`src/rtl/cic_pkg.sv`:
```
`default_nettype none
// ============================================================================
//  Module      : cic_pkg
//  Description : Shared constants and state encoding for the CIC decimator.
//  Revision    : 1.0 - initial release
// ============================================================================
package cic_pkg;

    localparam int CIC_W         = 19;
    localparam int CIC_DEF_RATIO = 64;
    // Cycles between comb_strobe and a valid comb output.
    localparam int COMB_LAT      = 1;

    localparam logic [1:0] S_CLEAR = 2'd0;
    localparam logic [1:0] S_WARM  = 2'd1;
    localparam logic [1:0] S_RUN   = 2'd2;

    typedef enum logic [1:0] {
        ST_CLEAR = S_CLEAR,
        ST_WARM  = S_WARM,
        ST_RUN   = S_RUN
    } cic_state_e;

endpackage
`default_nettype wire

```
`src/rtl/cic_out_reg.sv`:
```
`default_nettype none
// ============================================================================
//  Module      : cic_out_reg
//  Description : Valid/ready holding register with sticky overrun flag.
//  Revision    : 1.0 - initial release
// ============================================================================
module cic_out_reg #(
    parameter int W = 19
) (
    input  logic         clk,
    input  logic         rst,
    input  logic         flush,
    input  logic         cap,
    input  logic [W-1:0] din,
    output logic [W-1:0] out_data,
    output logic         out_valid,
    input  logic         out_ready,
    output logic         overrun
);

    logic [W-1:0] data_q, data_d;
    logic         valid_q, valid_d;
    logic         ovr_q, ovr_d;

    always_comb begin
        data_d  = data_q;
        valid_d = valid_q;
        ovr_d   = ovr_q;
        if (flush) begin
            valid_d = 1'b0;
            ovr_d   = 1'b0;
        end else if (cap) begin
            // A same-cycle transfer frees the slot for the new sample.
            if (!valid_q || out_ready) begin
                data_d  = din;
                valid_d = 1'b1;
            end else begin
                ovr_d = 1'b1;
            end
        end else if (valid_q && out_ready) begin
            valid_d = 1'b0;
        end
    end

    always_ff @(posedge clk or posedge rst) begin
        if (rst) begin
            data_q  <= '0;
            valid_q <= 1'b0;
            ovr_q   <= 1'b0;
        end else begin
            data_q  <= data_d;
            valid_q <= valid_d;
            ovr_q   <= ovr_d;
        end
    end

    assign out_data  = data_q;
    assign out_valid = valid_q;
    assign overrun   = ovr_q;

endmodule
`default_nettype wire

```
`src/rtl/cic_decim_ctrl.sv`:
```
`default_nettype none
// ============================================================================
//  Module      : cic_decim_ctrl
//  Description : CIC decimation sequencer: integrator gating, decimation
//                strobe, start-up transient discard and output capture.
//  Revision    : 1.0 - initial release
// ============================================================================
module cic_decim_ctrl
    import cic_pkg::*;
#(
    parameter int W         = CIC_W,
    parameter int RATIO_W   = 8,
    parameter int ORDER     = 3,
    parameter int DEF_RATIO = CIC_DEF_RATIO
) (
    input  logic               clk,
    input  logic               rst,
    input  logic               en,
    input  logic [RATIO_W-1:0] cfg_ratio,
    input  logic               cfg_load,
    output logic               integ_en,
    output logic               integ_clr,
    output logic               comb_strobe,
    input  logic [W-1:0]       comb_data,
    output logic [W-1:0]       out_data,
    output logic               out_valid,
    input  logic               out_ready,
    output logic               overrun
);

    localparam int WARM_W = (ORDER > 1) ? $clog2(ORDER) : 1;

    cic_state_e         state_q, state_d;
    logic [RATIO_W-1:0] ratio_q, ratio_d;
    logic [RATIO_W-1:0] cnt_q, cnt_d;
    logic [WARM_W-1:0]  warm_cnt_q, warm_cnt_d;
    logic               strobe_q, strobe_d;
    logic               cap_q, cap_d;
    logic               w_active;
    logic               w_wrap;
    logic [RATIO_W-1:0] w_ratio_m1;

    always_comb begin
        w_active   = (state_q != ST_CLEAR);
        w_ratio_m1 = ratio_q - RATIO_W'(1);
        w_wrap     = w_active && en && (cnt_q == w_ratio_m1);

        state_d    = state_q;
        ratio_d    = ratio_q;
        cnt_d      = cnt_q;
        warm_cnt_d = warm_cnt_q;
        strobe_d   = w_wrap;
        // Comb output is ready COMB_LAT (one) cycle after a kept strobe.
        cap_d      = strobe_q && (state_q == ST_RUN);

        if (w_active && en) begin
            cnt_d = w_wrap ? '0 : cnt_q + RATIO_W'(1);
        end

        case (state_q)
            ST_CLEAR: state_d = ST_WARM;
            ST_WARM: begin
                if (strobe_q) begin
                    if (warm_cnt_q == WARM_W'(ORDER - 1)) begin
                        state_d = ST_RUN;
                    end else begin
                        warm_cnt_d = warm_cnt_q + WARM_W'(1);
                    end
                end
            end
            ST_RUN:   state_d = ST_RUN;
            default:  state_d = ST_CLEAR;
        endcase

        // Reconfiguration restarts the chain and wins over everything else.
        if (cfg_load) begin
            state_d    = ST_CLEAR;
            ratio_d    = (cfg_ratio < RATIO_W'(2)) ? RATIO_W'(2) : cfg_ratio;
            cnt_d      = '0;
            warm_cnt_d = '0;
            strobe_d   = 1'b0;
            cap_d      = 1'b0;
        end
    end

    always_ff @(posedge clk or posedge rst) begin
        if (rst) begin
            state_q    <= ST_CLEAR;
            ratio_q    <= RATIO_W'(DEF_RATIO);
            cnt_q      <= '0;
            warm_cnt_q <= '0;
            strobe_q   <= 1'b0;
            cap_q      <= 1'b0;
        end else begin
            state_q    <= state_d;
            ratio_q    <= ratio_d;
            cnt_q      <= cnt_d;
            warm_cnt_q <= warm_cnt_d;
            strobe_q   <= strobe_d;
            cap_q      <= cap_d;
        end
    end

    assign integ_en    = en && w_active;
    assign integ_clr   = !w_active;
    assign comb_strobe = strobe_q;

    cic_out_reg #(
        .W (W)
    ) u_out_reg (
        .clk       (clk),
        .rst       (rst),
        .flush     (cfg_load),
        .cap       (cap_q),
        .din       (comb_data),
        .out_data  (out_data),
        .out_valid (out_valid),
        .out_ready (out_ready),
        .overrun   (overrun)
    );

endmodule
`default_nettype wire

```
`config.mk`:
```
export PLATFORM = sky130hd
export DESIGN_NAME = cic_decim_ctrl
export DESIGN_NICKNAME = d
export VERILOG_FILES = /design/src/rtl/cic_pkg.sv /design/src/rtl/cic_out_reg.sv /design/src/rtl/cic_decim_ctrl.sv
export SDC_FILE = /design/constraint.sdc
export NUM_CORES = 1
export LEC_CHECK = 0
export ABC_AREA = 1
export CORE_MARGIN = 5
export CORE_UTILIZATION = 53
export CTS_CLUSTER_DIAMETER = 150
export DETAILED_ROUTE_END_ITERATION = 10
export GPL_ROUTABILITY_DRIVEN = 0
export PLACE_DENSITY_LB_ADDON = 0.08
export REMOVE_ABC_BUFFERS = 1
export SLEW_MARGIN = 25
export SYNTH_ARGS = -nofsm -noshare
export SYNTH_HDL_FRONTEND = slang
export SYNTH_HIERARCHICAL = 1
export SYNTH_SLANG_ARGS = --single-unit
```
`constraint.sdc`:
```
create_clock -name clk -period 3.1 [get_ports clk]
set_clock_uncertainty 0.05 [all_clocks]
set_input_delay 0.775 -clock clk [delete_from_list [all_inputs] [get_ports clk]]
set_output_delay 0.775 -clock clk [all_outputs]
set_load 0.02 [all_outputs]
```
# Word level (Yosys, flattened, before mapping)
# Cells that the tools add are included.
# op_classes
n_mux,21
order_cmp,1
n_reduce_logical,19
bitwise_logic,1
n_eq_ne,9
n_addsub,3
# ops
operator,n
8-bit two-way mux,4
2-bit two-way mux,7
2-bit nonzero test,5
1-bit two-way mux,9
8-bit by 1-bit adder with 8-bit output (second input constant),1
8-bit equality test,1
8-bit by 2-bit < comparator with 1-bit output (second input constant),1
8-bit by 1-bit subtractor with 8-bit output (second input constant),1
3-bit != test (second input constant),2
2-bit one-hot mux with 3 select lines,1
2-bit AND reduction,3
3-bit AND reduction,2
2-bit equality test (second input constant),2
1-bit logical AND,4
2-bit != test (second input constant),2
3-bit by 2-bit != test with 1-bit output (second input constant),1
3-bit nonzero test,1
2-bit by 1-bit adder with 2-bit output (second input constant),1
2-bit by 1-bit equality test with 1-bit output (second input constant),1
1-bit logical NOT,2
2-bit logical NOT,1
1-bit logical OR,1
1-bit inverter,1
# totals
register_bits,43
in_bits,32
wordCells,63
output_inout_bits,24

# Logic depth before layout (Yosys ltp)
# logic_depth
depth_word,6
ltp_mapped,12

# Hierarchy
# Netlist, hierarchy kept.
# modules_own_cells
module,cells_each,instances,area_each_um2
cic_decim_ctrl,196,1,1417.6
cic_out_reg,95,1,867.1

# Least setup slack after synthesis
# Ideal clock, no wire load.
# synth_path
path_kind,register -> output
from,register state_q[0]
to,output integ_en
stages_incl_launch_ff,6
t_arrival_ns,0.975
setup_slack_ns,1.300
path_buffers,0
required_time_ns,2.275
path_cell_list,dfrtp_1 > inv_1 > ha_1 > inv_2 > nand2_2 > inv_2
# synth_via
elab_chain_len,2
# synth_rtl
element,line_no,rtl
"start, declared",cic_decim_ctrl.sv:33,"cic_state_e state_q, state_d;"
"start signal, assigned",cic_decim_ctrl.sv:95,state_q <= state_d;
2-bit nonzero test,cic_decim_ctrl.sv:44,w_active = (state_q != ST_CLEAR);
1-bit logical AND,cic_decim_ctrl.sv:104,assign integ_en = en && w_active;
"end, declared",cic_decim_ctrl.sv:21,"output logic integ_en,"
# No other way between the ends.

# Worst setup path in the final report
# layout_path
from,input en
to,output integ_en
# layout_via
elab_chain_len,1
# layout_rtl
element,line_no,rtl
"start, declared",cic_decim_ctrl.sv:18,"input logic en,"
1-bit logical AND,cic_decim_ctrl.sv:104,
# No other way between the ends.

==> flow_metrics.tcl <==
set metrics [dict create \
    drtAntennaViolNets 0 \
    power_density_mw_per_mm2 494.2 \
    maxCapViolations 0 \
    grt_pass1_wl_mm 8.376 \
    wl_met2_mm 2.386 \
    synth_area_per_cell_um2 7.851 \
    crit_chain "clkdlybuf4s50_1 -> nand2_2 -> inv_2 -> clkdlybuf4s50_1" \
    worstReg2RegEnd "cnt_q[0]$_DFFE_PP0P_" \
    critPathCaptureType "primary output" \
    synth.top_cell.area_share 0.4600 \
    htree_num_levels 2 \
    worst_pin_slew_ns 0.8230 \
    status "complete, no violations" \
    place_hpwl_mm 3.814 \
    ir_worst_vdd_mv 0.3117 \
    grt_usage 0.1951 \
    min_path_cells 2 \
    cts_tree "yes" \
    crit_type "primary input to primary output" \
    ios 56 \
    period_share 0.9127 \
    fin_setup_tns_ns 0 \
    firstDrtPassIters 4 \
    fmax_mhz 353.4 \
    hp-start "u_out_reg/out_data[10]$_DFFE_PP0P_" \
    wl_per_cell_um 12.52 \
    cp-start-kind "primary input" \
    path_clk_slew_ns 0.08 \
    fin_cells 398 \
    die_area_mm2 0.005724 \
    antenna_found_initial 0 \
    final_cell_mix "105 x nand2_1, 55 x clkdlybuf4s50_1, 42 x dfrtp_1" \
    seq_area_mm2 0.001077 \
    multi_input_area_mm2 0.001027 \
    antenna_cells 0 \
    ys_warn_count 6 \
    cts.repair.resized 0 \
    clk_latency_ns 0.29 \
    crit_required_ns 2.27 \
    cts-root-buf "clkbuf_8" \
    path_common_cell "clkdlybuf4s50_1" \
    die_x_um 75.66 \
    cp_top_family "buffers and inverters" \
    cts_hold_buf 0 \
    reg2reg_slack_ns 1.29 \
    seq_area_frac_synth 0.4715 \
    top_layer_used "met4" \
    wirelength_mm 4.981 \
    die_y_um 75.66 \
    synth.distinct_cells 29 \
    syn_to_final_growth_pct 30.34 \
    r2r_cells 12 \
    placed_cells 390 \
    holdPathEnd "u_out_reg/out_data[10]$_DFFE_PP0P_" \
    cpPeakStageDelay_ns 0.59 \
    vias 1942 \
    r2r_start "ratio_q[0]$_DFFE_PP0P_" \
    drtIter0Drc 47 \
    vias_per_cell 4.879 \
    layout.cells.most_common "nand2_1" \
    cp_num_buf_inv 3 \
    grt_max_degree 23 \
    post_route_cells_drive_above_1_share 0.08333 \
    rsz0062_at_grt "no" \
    fin_crit_ns 2.829 \
    portBuffers 55 \
    num_rows 23 \
    setup_viol 0 \
    start_util 0.5591 \
    synth_area_mm2 0.002285 \
    hold_ws_ns 0.4238 \
    synth_cells 291 \
    grt_overflow_total 0 \
    fillers 329 \
    grt_pass1_vias 1857 \
    maxSlewHeadroom 0.4507 \
    final_hold_viol_count 0 \
    critPathArrivalTime_ns 2.00 \
    slew_violations 0 \
    holdCritPathClass "flip-flop to flip-flop" \
    synth_top_area_cell "dfrtp_1" \
    cts_buffers 5 \
    path_max_fanout 3 \
    p_leak_nw 1.499 \
    clock-sinks 43 \
    cts.path.max_buffers 2 \
    wl_met1_mm 2.151 \
    synth_top_cells_by_area "dfrtp_1 46%, nand2_1 17%, nand3_1 8.5%, inv_1 3.9%, xor2_1 3.5%" \
    cp_slowest_cell "clkdlybuf4s50_1" \
    cts_setup_buffers 0 \
    synth-seq-cells 43 \
    drc 0 \
    placeableCoreArea_mm2 0.004086 \
    nNetsFinal 385 \
    route.met3.wl_um 380 \
]
through the flow:
| stage | area, um2 | setup slack, ns | utilization | total power, W |
|---|---|---|---|---|
| floorplan | 2217 | 1.300 | - | 0.0008724 |
| detailed placement | 2860 | 0.2671 | 0.6999 | 0.001035 |
| global route | 2978 | 0.2305 | 0.7287 | 0.001557 |
| global placement | 2860 | 0.2767 | 0.6999 | 0.001020 |
| finish | 2978 | 0.2707 | 0.7287 | 0.001472 |
| CTS | 2978 | 0.2614 | 0.7287 | 0.001486 |
cells in the mapped netlist, drive strengths merged:
| master | count |
|---|---|
| buf | 10 |
| dfrtp | 42 |
| nor4 | 1 |
| inv | 29 |
| clkinv | 1 |
| nor3 | 2 |
| o21ai | 9 |
| nand3 | 39 |
| ha | 6 |
| o22ai | 1 |
| a211oi | 1 |
| nor2 | 26 |
| a21oi | 1 |
| or2 | 1 |
| nand2 | 108 |
| nand3b | 1 |
| dfstp | 1 |
| nand4 | 1 |
| xor2 | 9 |
| xnor2 | 2 |
report_power, final:
part	internal (W)	switching (W)
registers	0.000608	0.0000373
logic	0.000166	0.000209
clock network	0.000261	0.000190
worst reg2reg max path: cells and delay by family, from the launching register on:
kind	cells	cell delay [ns]
fa+ha+maj	1	0.31
buf+inv	2	0.15
flops	1	0.42
simple gates	9	0.78
final cells by class:
type,instances,share of cell area
Tap cell,50,0.02101
Multi-Input combinational cell,208,0.3450
Timing Repair Buffer,59,0.1950
Sequential cell,43,0.3618
Inverter,30,0.03782
Clock inverter,2,0.01176
Clock buffer,6,0.02773
per-layer routing:
| layer | vias to the layer above | GRT usage |
|---|---|---|
| met5 | - | 0 |
| met4 | 0 | 0.05825 |
| met3 | 7 | 0.04354 |
| met2 | 54 | 0.3471 |
| met1 | 867 | 0.2358 |
| li1 | 1014 | - |
kinds of logic after synthesis:
family,Yosys count,share of synthesized area
flip-flops,43,0.4715
XOR/XNOR,11,0.04217
buffers and inverters,40,0.07886
AO/OA/AOI/OAI,12,0.02793
AND/OR/NAND/NOR,179,0.3467
adder cells (fa/ha/maj),6,0.03286
worst max-delay path by stage:
stage	cells after the start	to	startpoint
2_1_floorplan	5	integ_en	state_q[0]$_DFFE_PP0P_
3_3_place_gp	4	integ_en	en
3_5_place_dp	4	integ_en	en
4_1_cts	4	integ_en	en
5_1_grt	4	integ_en	en
6_report	4	integ_en	en
state kept, by name, summed over array words and instances, names as in the netlist:
| signal | count |
|---|---|
| ratio_q | 8 |
| cnt_q | 8 |
| cap_q | 1 |
| u_out_reg/out_valid | 1 |
| u_out_reg/overrun | 1 |
| warm_cnt_q | 2 |
| state_q | 2 |
| u_out_reg/out_data | 19 |
| comb_strobe | 1 |
(Power assumes the default switching activity.)
